==> src/rtl/bram_req_adapter.sv <==
// -----------------------------------------------------------------------------
// bram_req_adapter
//
// Request/response front end for a single-port block RAM (port A) with the
// output register enabled, giving a two-cycle read latency. A valid/ready
// request stream from a bus master is turned into the RAM's raw strobes.
// Reads are tracked through the RAM pipeline, and their data lands in a small
// response FIFO so the master can stall responses without losing anything.
//
// Handshake semantics (both channels): a transfer happens on a rising clka
// edge where valid & ready are both 1. Valid may rise without waiting for
// ready; rsp_valid/rsp_rdata hold stable until taken.
//
// Ports
//   clka, rsta                  clock, synchronous active-high reset
//   req_valid/req_ready         request handshake
//   req_we, req_addr, req_wdata request payload (1 = write)
//   rsp_valid/rsp_ready         response handshake
//   rsp_rdata                   read data, in request order
//   mem_addra, mem_dia          address / write data to the RAM
//   mem_cea, mem_wea, mem_ocea  RAM clock enable, write enable, output reg enable
//   mem_rsta                    RAM output register reset
//   mem_doa                     RAM read data
// -----------------------------------------------------------------------------
module bram_req_adapter #(
   parameter int ADDR_WIDTH = 11,
   parameter int DATA_WIDTH = 32,
   parameter int RSP_DEPTH  = 4
) (
   input  logic                  clka,
   input  logic                  rsta,
   input  logic                  req_valid,
   output logic                  req_ready,
   input  logic                  req_we,
   input  logic [ADDR_WIDTH-1:0] req_addr,
   input  logic [DATA_WIDTH-1:0] req_wdata,
   output logic                  rsp_valid,
   input  logic                  rsp_ready,
   output logic [DATA_WIDTH-1:0] rsp_rdata,
   output logic [ADDR_WIDTH-1:0] mem_addra,
   output logic [DATA_WIDTH-1:0] mem_dia,
   output logic                  mem_cea,
   output logic                  mem_wea,
   output logic                  mem_ocea,
   output logic                  mem_rsta,
   input  logic [DATA_WIDTH-1:0] mem_doa
);

   localparam int CW = $clog2(RSP_DEPTH + 1);
   localparam int IW = CW + 1;
   localparam int PW = (RSP_DEPTH > 1) ? $clog2(RSP_DEPTH) : 1;
   localparam logic [CW-1:0] DEPTH_C   = CW'(RSP_DEPTH);
   localparam logic [IW-1:0] DEPTH_I   = IW'(RSP_DEPTH);
   localparam logic [PW-1:0] LAST_PTR  = PW'(RSP_DEPTH - 1);

   logic                  r_rd_p1;
   logic                  r_rd_p2;
   logic [CW-1:0]         r_count;
   logic [PW-1:0]         r_wr_ptr;
   logic [PW-1:0]         r_rd_ptr;
   logic [DATA_WIDTH-1:0] r_mem [RSP_DEPTH];

   logic          w_acc;
   logic          w_push;
   logic          w_pop;
   logic          w_empty;
   logic          w_full;
   logic [IW-1:0] w_inflight;

   // Every accepted read owns a FIFO slot from issue until it is popped, so
   // counting the reads still in the RAM pipeline alongside the stored ones
   // guarantees a slot exists when the data arrives. Built only from
   // registered state: a pop this cycle frees its credit next cycle.
   assign w_inflight = IW'(r_count) + IW'(r_rd_p1) + IW'(r_rd_p2);
   assign req_ready  = ~rsta & (w_inflight < DEPTH_I);
   assign w_acc      = req_valid & req_ready;

   assign w_empty = (r_count == '0);
   assign w_full  = (r_count == DEPTH_C);
   assign w_push  = r_rd_p2;
   assign w_pop   = ~w_empty & rsp_ready;

   assign mem_addra = req_addr;
   assign mem_dia   = req_wdata;
   assign mem_cea   = w_acc;
   assign mem_wea   = w_acc & req_we;
   // Output register loads only for real reads, so mem_doa is meaningful
   // exactly when r_rd_p2 is set.
   assign mem_ocea  = r_rd_p1;
   assign mem_rsta  = rsta;

   assign rsp_valid = ~w_empty;
   assign rsp_rdata = r_mem[r_rd_ptr];

   always_ff @(posedge clka) begin
      if (rsta) begin
         r_rd_p1  <= 1'b0;
         r_rd_p2  <= 1'b0;
         r_count  <= '0;
         r_wr_ptr <= '0;
         r_rd_ptr <= '0;
      end else begin
         r_rd_p1 <= w_acc & ~req_we;
         r_rd_p2 <= r_rd_p1;
         if (w_push) begin
            r_wr_ptr <= (r_wr_ptr == LAST_PTR) ? '0 : r_wr_ptr + 1'b1;
         end
         if (w_pop) begin
            r_rd_ptr <= (r_rd_ptr == LAST_PTR) ? '0 : r_rd_ptr + 1'b1;
         end
         case ({w_push, w_pop})
            2'b10:   r_count <= r_count + 1'b1;
            2'b01:   r_count <= r_count - 1'b1;
            default: r_count <= r_count;
         endcase
      end
   end

   // Storage is deliberately not reset; the pointers and count define validity.
   always_ff @(posedge clka) begin
      if (!rsta && w_push) begin
         r_mem[r_wr_ptr] <= mem_doa;
      end
   end

   // The credit rule makes a push into a full FIFO impossible.
   a_no_overflow: assert property (@(posedge clka) disable iff (rsta) !(w_push && w_full));

endmodule

==> config.mk <==
export PLATFORM = sky130hd
export DESIGN_NAME = bram_req_adapter
export DESIGN_NICKNAME = d
export VERILOG_FILES = /design/src/rtl/bram_req_adapter.sv
export SDC_FILE = /design/constraint.sdc
export NUM_CORES = 1
export LEC_CHECK = 0
export CORE_MARGIN = 2
export CORE_UTILIZATION = 47
export DETAILED_ROUTE_END_ITERATION = 10
export HOLD_SLACK_MARGIN = 0.15
export MAX_ROUTING_LAYER = met4
export PLACE_DENSITY_LB_ADDON = 0.05
export SETUP_SLACK_MARGIN = 0.3
export SYNTH_ARGS = -nofsm -noshare
export SYNTH_HDL_FRONTEND = slang
export SYNTH_SLANG_ARGS = --single-unit
==> constraint.sdc <==
create_clock -name clka -period 2.4 [get_ports clka]
set_input_delay 0.48 -clock clka [delete_from_list [all_inputs] [get_ports clka]]
set_output_delay 0.48 -clock clka [all_outputs]
set_load 0.01 [all_outputs]
==> summary.txt, run 1 <==
First-pass DRT Iterations - 4
clk slew on worst S/H paths - 60 ps
Placeable Area - 11500 µm²
vias in the first global route - 2824
post-layout util - 61.6%
Synth Flop Type - edfxtp_1
number of flops mapped to enable cells by yosys - 128
setup slack, reg-to-reg - 490 ps
Final Hold Fails - 0
Setup crit start kind - flop
Crit Path Max Fanout - 3
mean area per synthesized cell - 20.6 µm²
RSZ-0062 raised after global routing - yes
Routed WL per cell - 18.9 µm
DRC Markers - 0
min Tclk post-route - 2310 ps
PwrDens - 837 nW/µm²
post-synthesis sequential area ratio - 73.2%
Ys Warns - 0
Post-DRT Antenna Nets - 0
Crit Path Class - flop to output port
initial antenna violation count - 0
Slew headroom - 82.3%
cell taking the most area after synthesis - edfxtp_1
Antenna Cells - 0
CTS Root Cell - clkbuf_16
HPWL Detailed - 5.67 mm
initial core utilization - 48.4%
Mapped Nets - 358
DR iter-0 viols - 169
Hold Crit Start - r_rd_ptr[0]
Synth top area share - 69.3%
# setup viols final - 0
die width - 113 µm
number of CTS-inserted buffers - 17
Top Ports - 161
most common cell after layout, fill and taps aside - edfxtp_1
RePlAce Congestion - 0.700
# clock sinks - 139
crit end category - output port
setup tns final - 0 ps
Vias/cell - 5.18
CTS tree - done
library cells used by synthesis - 27
R2R cell count - 8
Cells after Synth - 270
FFs w/ async S/R, synth - 0%
hold_buf cts - 0
Static Leakage - 2.41 nW
Die ar. - 12700 µm²
Setup Skew - 7.68 ps
GR Overflow Total - 0
worst r2r src - r_count[2]
period utilization - 96.1%
# rows - 39
top post-synthesis cells by area - edfxtp_1, mux4_2, buf_4, dfxtp_1, ha_1
Final Net Count - 431
post-synthesis cell area - 5550 µm²
Die Ht - 113 µm
worst vdd ir - 0.445 mV
via count - 2585
Max clock buf depth - 2
share of layout cells above drive strength 1 - 39.9%
Crit Reg-Reg Endpoint - r_count[2]
clk_lat worst skew - 410 ps
fmax - 0.434 GHz
register bit total from synthesis - 139
H-tree depth - 4
I/O Buffers - 74
GRT Total Usage - 16.3%
worst hold stages - 2
Critical Path RT - 1920 ps
sequential cell area - 4070 µm²
worst hold path type - flop to flop
Max-Cap Viols - 0
area added between synthesis and finish - 27.2%
first-pass GRT wire length - 15.0 mm
area of the multi-input gates - 1060 µm²
fin. max-slew vios - 0
routed wire length - 9.44 mm
status - completed
Slew @ Worst Pin - 265 ps
Critical Path AT - 1830 ps
pin count of the biggest net entering global routing - 33
hold slack final - 497 ps
fillcell total - 820
commonest non-fill, non-tap cells in the layout - edfxtp_1, clkdlybuf4s50_1, mux4_2, buf_6, clkbuf_16
==> worst max-delay path, cell delays in order, from the launching register on <==
cell,delay (ps)
dfxtp_2,330
ha_4,220
a21o_1,180
a211oi_4,270
buf_4,160
and3_4,180
buf_6,90
==> kinds of logic after synthesis <==
kind of cell    count (synthesis)  share of synthesized area, %
mux                            34                          13.5
fa+ha+maj                       8                          1.94
compound gates                  8                          1.04
simple gates                   20                          1.96
xor+xnor                        2                         0.316
flops                         139                          73.2
buf+inv                        59                          8.05
==> worst max path at each step <==
| stage | start | to | slack (ps) | cells past startpoint |
|---|---|---|---|---|
| floorplan | rsta | r_mem[0][0] | 360 | 3 |
| global placement | rsta | mem_wea | -2 | 4 |
| detailed placement | rsta | mem_wea | -40 | 4 |
| CTS | r_rd_p2 | mem_wea | 80 | 6 |
| global route | r_rd_p2 | mem_wea | 30 | 6 |
| finish | r_rd_p2 | mem_wea | 90 | 6 |
==> flip-flops by register name, indices dropped and copies added (netlist names), named ones only <==
signal and flops:
r_mem 128, r_count 3, r_rd_ptr 2, r_wr_ptr 2
mem_ocea 1, r_rd_p2 1
==> power by group <==
group	switching, W	total, W	internal, W
Sequential	0.0000223	0.00269	0.00267
Clock	0.00101	0.00256	0.00155
Combinational	0.000250	0.000663	0.000414
Total	0.00128	0.00591	0.00463
==> cells in the mapped netlist, types with 2 or more instances <==
cell	instances
edfxtp_1	128
buf_4	44
mux4_2	30
dfxtp_1	11
ha_1	7
inv_1	7
nor2_1	7
and2_1	5
a21oi_1	4
buf_12	3
buf_2	3
or3_1	3
mux2i_1	2
mux4_1	2
xor2_1	2
==> per-layer routing <==
metal	wire length, µm	global-route usage, %	part of all wire, %	vias up
li1	-	-	-	1167
met5	0	-	0	-
met4	165	5.37	1.7	0
met2	4770	26.2	50	92
met1	3990	19.7	42	1297
met3	527	5.24	5.6	29
==> layout make-up <==
class	count	area share, %
flip-flops and latches	139	57.7
repair buffers	106	16.0
multi-input cells	72	15.0
clock buffers	18	6.08
well taps	143	2.53
clock inverters	14	2.27
inverters	7	0.372
==> through the flow <==
stage / power (W) / cell area, µm² / instances / setup WS, ps
floorplan: 0.00311 / 5550 / 270 / 362
global placement: 0.00329 / 6270 / 450 / -2.45
detailed placement: 0.00329 / 6270 / 450 / -35.6
CTS: 0.00589 / 6910 / 494 / 84.0
global route: 0.00613 / 7060 / 499 / 26.0
finish: 0.00591 / 7060 / 499 / 93.5
==> timing repair <==
action / CTS / global route
gates cloned: 2 / 1
buffers inserted: 10 / 4
gates resized for setup: 132 / 44
setup endpoints to repair: 37 / 35
pin swaps: 2 / 1
(Power assumes the default switching activity.)
==> run 2, diff against run 1 <==
--- a/config.mk
+++ b/config.mk
@@ -5,6 +5,7 @@
 export SDC_FILE = /design/constraint.sdc
 export NUM_CORES = 1
 export LEC_CHECK = 0
+export CORE_ASPECT_RATIO = 1.4
 export CORE_MARGIN = 2
 export CORE_UTILIZATION = 47
 export DETAILED_ROUTE_END_ITERATION = 10
==> run 2 against run 1 <==
Register-to-register slack improved by 50 ps. Sequential power barely moved. Utilization fell by 2.2 points. Clock-buffer cell count did not move. Final area fell by 1.5%. Sequential share of layout area rose by 0.93 points. Final cell count fell by 0.60%.
==> summary.txt, run 2 (synthesized netlist as in run 1, its figures left out) <==
min Tclk post-route - 2210 ps (-92.1 ps)
crit end category - output port
fillcell total - 880 (+7.3%)
Critical Path AT - 1730 ps (-100 ps)
Slowest-stage cell, CP - mux4_2
period utilization - 92.3% (-3.8 points)
Max clock buf depth - 2 (unchanged)
area added between synthesis and finish - 25.3%
Slew headroom - 81.2% (-1.1 points)
GRT Total Usage - 16.3% (-0.034 points)
worst vdd ir - 0.555 mV (+25%)
Buffers & Inverters on Critical Path - 3 (+1)
Post-Layout Cell Count - 496 (-0.60%)
# rows - 47 (+21%)
Max-Cap Viols - 0 (unchanged)
placed cell count - 454 (+0.89%)
Setup Skew - 7.44 ps (-0.238 ps)
hold slack final - 468 ps (-29.3 ps)
Crit Path Class - flop to output port
max reg flops - 128 (unchanged)
via count - 2614 (+1.1%)
Regs by FF count - r_mem x128, r_count x3
Top Ports - 161 (unchanged)
fmax - 0.452 GHz (+4.2%)
CTS Root Cell - clkbuf_16
DR iter-0 viols - 130 (-23%)
Final Hold Fails - 0 (unchanged)
Die ar. - 12700 µm² (about the same)
routed wire length - 9.40 mm (-0.49%)
CTS tree - done
first-pass GRT wire length - 14.3 mm (-4.4%)
status - completed
RSZ-0062 raised after global routing - yes
I/O Buffers - 74 (unchanged)
H-tree depth - 4 (unchanged)
DP Worst Slack - 29.2 ps (+64.8 ps)
Most flops, register - r_mem
initial antenna violation count - 0 (unchanged)
Final Net Count - 424 (-1.6%)
Antenna Cells - 0 (unchanged)
DRC Markers - 0 (unchanged)
commonest non-fill, non-tap cells in the layout - edfxtp_1, clkdlybuf4s50_1, mux4_2, buf_6, clkbuf_16
die width - 95.8 µm (-15%)
HPWL Detailed - 5.71 mm (+0.74%)
share of layout cells above drive strength 1 - 37.8% (-2.1 points)
Crit Path Max Fanout - 8 (+5)
initial core utilization - 47.4% (-0.97 points)
largest stage delay on the critical path - 550 ps (+220 ps)
# clock sinks - 139 (unchanged)
sequential cell area - 4070 µm² (about the same)
worst hold path type - flop to flop
clk_lat worst skew - 400 ps (about the same)
PwrDens - 842 nW/µm² (+0.58%)
most common cell after layout, fill and taps aside - edfxtp_1
final setup margin - 186 ps (+92.1 ps)
clk slew on worst S/H paths - 60 ps (about the same)
Die Ht - 133 µm (+18%)
# setup viols final - 0 (unchanged)
Placeable Area - 11700 µm² (+2.1%)
Critical Path RT - 1920 ps (about the same)
Setup crit start kind - flop
Routed WL per cell - 18.9 µm (+0.11%)
RePlAce Congestion - 0.705 (+0.80%)
fin. max-slew vios - 0 (unchanged)
First-pass DRT Iterations - 4 (unchanged)
pin count of the biggest net entering global routing - 22 (-33%)
Static Leakage - 2.36 nW (-1.9%)
setup tns final - 0 ps (unchanged)
Overall Power - 0.00586 W (-0.95%)
most frequent CP cell - buf_6
GR Overflow Total - 0 (unchanged)
area of the multi-input gates - 1050 µm² (-1.2%)
Critical Path, Cell by Cell - buf_6 > buf_12 > mux4_2 > buf_6
Vias/cell - 5.27 (+1.7%)
number of CTS-inserted buffers - 17 (unchanged)
Slew @ Worst Pin - 282 ps (+16.7 ps)
vias in the first global route - 2674 (-5.3%)
Post-DRT Antenna Nets - 0 (unchanged)
CP top delay family - multiplexers
==> run 2: per-stage QoR <==
step	utilization (%)	area [µm²]
finish	59.4	6950
global route	59.4	6950
CTS	59.0	6910
detailed placement	53.5	6260
global placement	53.5	6260
floorplan	-	5550
==> run 2: final timing paths <==
kind	to	slack, ps	start	cells past startpoint
max	rsp_rdata[8]	190	flop	4
min	r_rd_p2	470	mem_ocea	1
max reg2reg	r_count[2]	540	r_count[0]	9
min reg2reg	r_rd_p2	470	mem_ocea	1
==> run 2: layout make-up <==
type	instances	area share [%]
clock buffer	18	6.17
clock inverter	14	2.21
inverter	7	0.378
multi-input combinational	72	15.1
sequential	139	58.6
tap	147	2.65
timing repair buffer	99	14.9
==> run 2: report_power, final <==
| part | leakage (nW) | internal, W | switching [W] |
|---|---|---|---|
| clock network | 0.280 | 0.00162 | 0.000928 |
| registers | 1.24 | 0.00267 | 0.0000207 |
| logic | 0.841 | 0.000379 | 0.000243 |
==> run 2: worst register-to-register path, cell delays in order (launching register included) <==
cell and delay (ps):
dfxtp_4 360, buf_4 120, o31ai_2 70, inv_1 60, ha_1 170, inv_1 60, fa_1 370, xor2_1 150
or3_1 300, a21oi_1 140
==> run 2: metal layers <==
metal | vias to the layer above | wire [µm] | track usage, % | share of wire, %
met5 | - | 0 | - | 0
met4 | 0 | 172 | 6.75 | 1.8
met3 | 30 | 656 | 5.52 | 7.0
met2 | 106 | 4830 | 24.7 | 51
met1 | 1323 | 3740 | 19.9 | 40
li1 | 1155 | - | - | -
==> run 2: repair_timing <==
item	in CTS	in global routing
gates resized for setup	169	6
gates cloned	2	0
buffers inserted	7	1
pin swaps	4	0
setup endpoints to repair	37	33
hold buffers	0	0
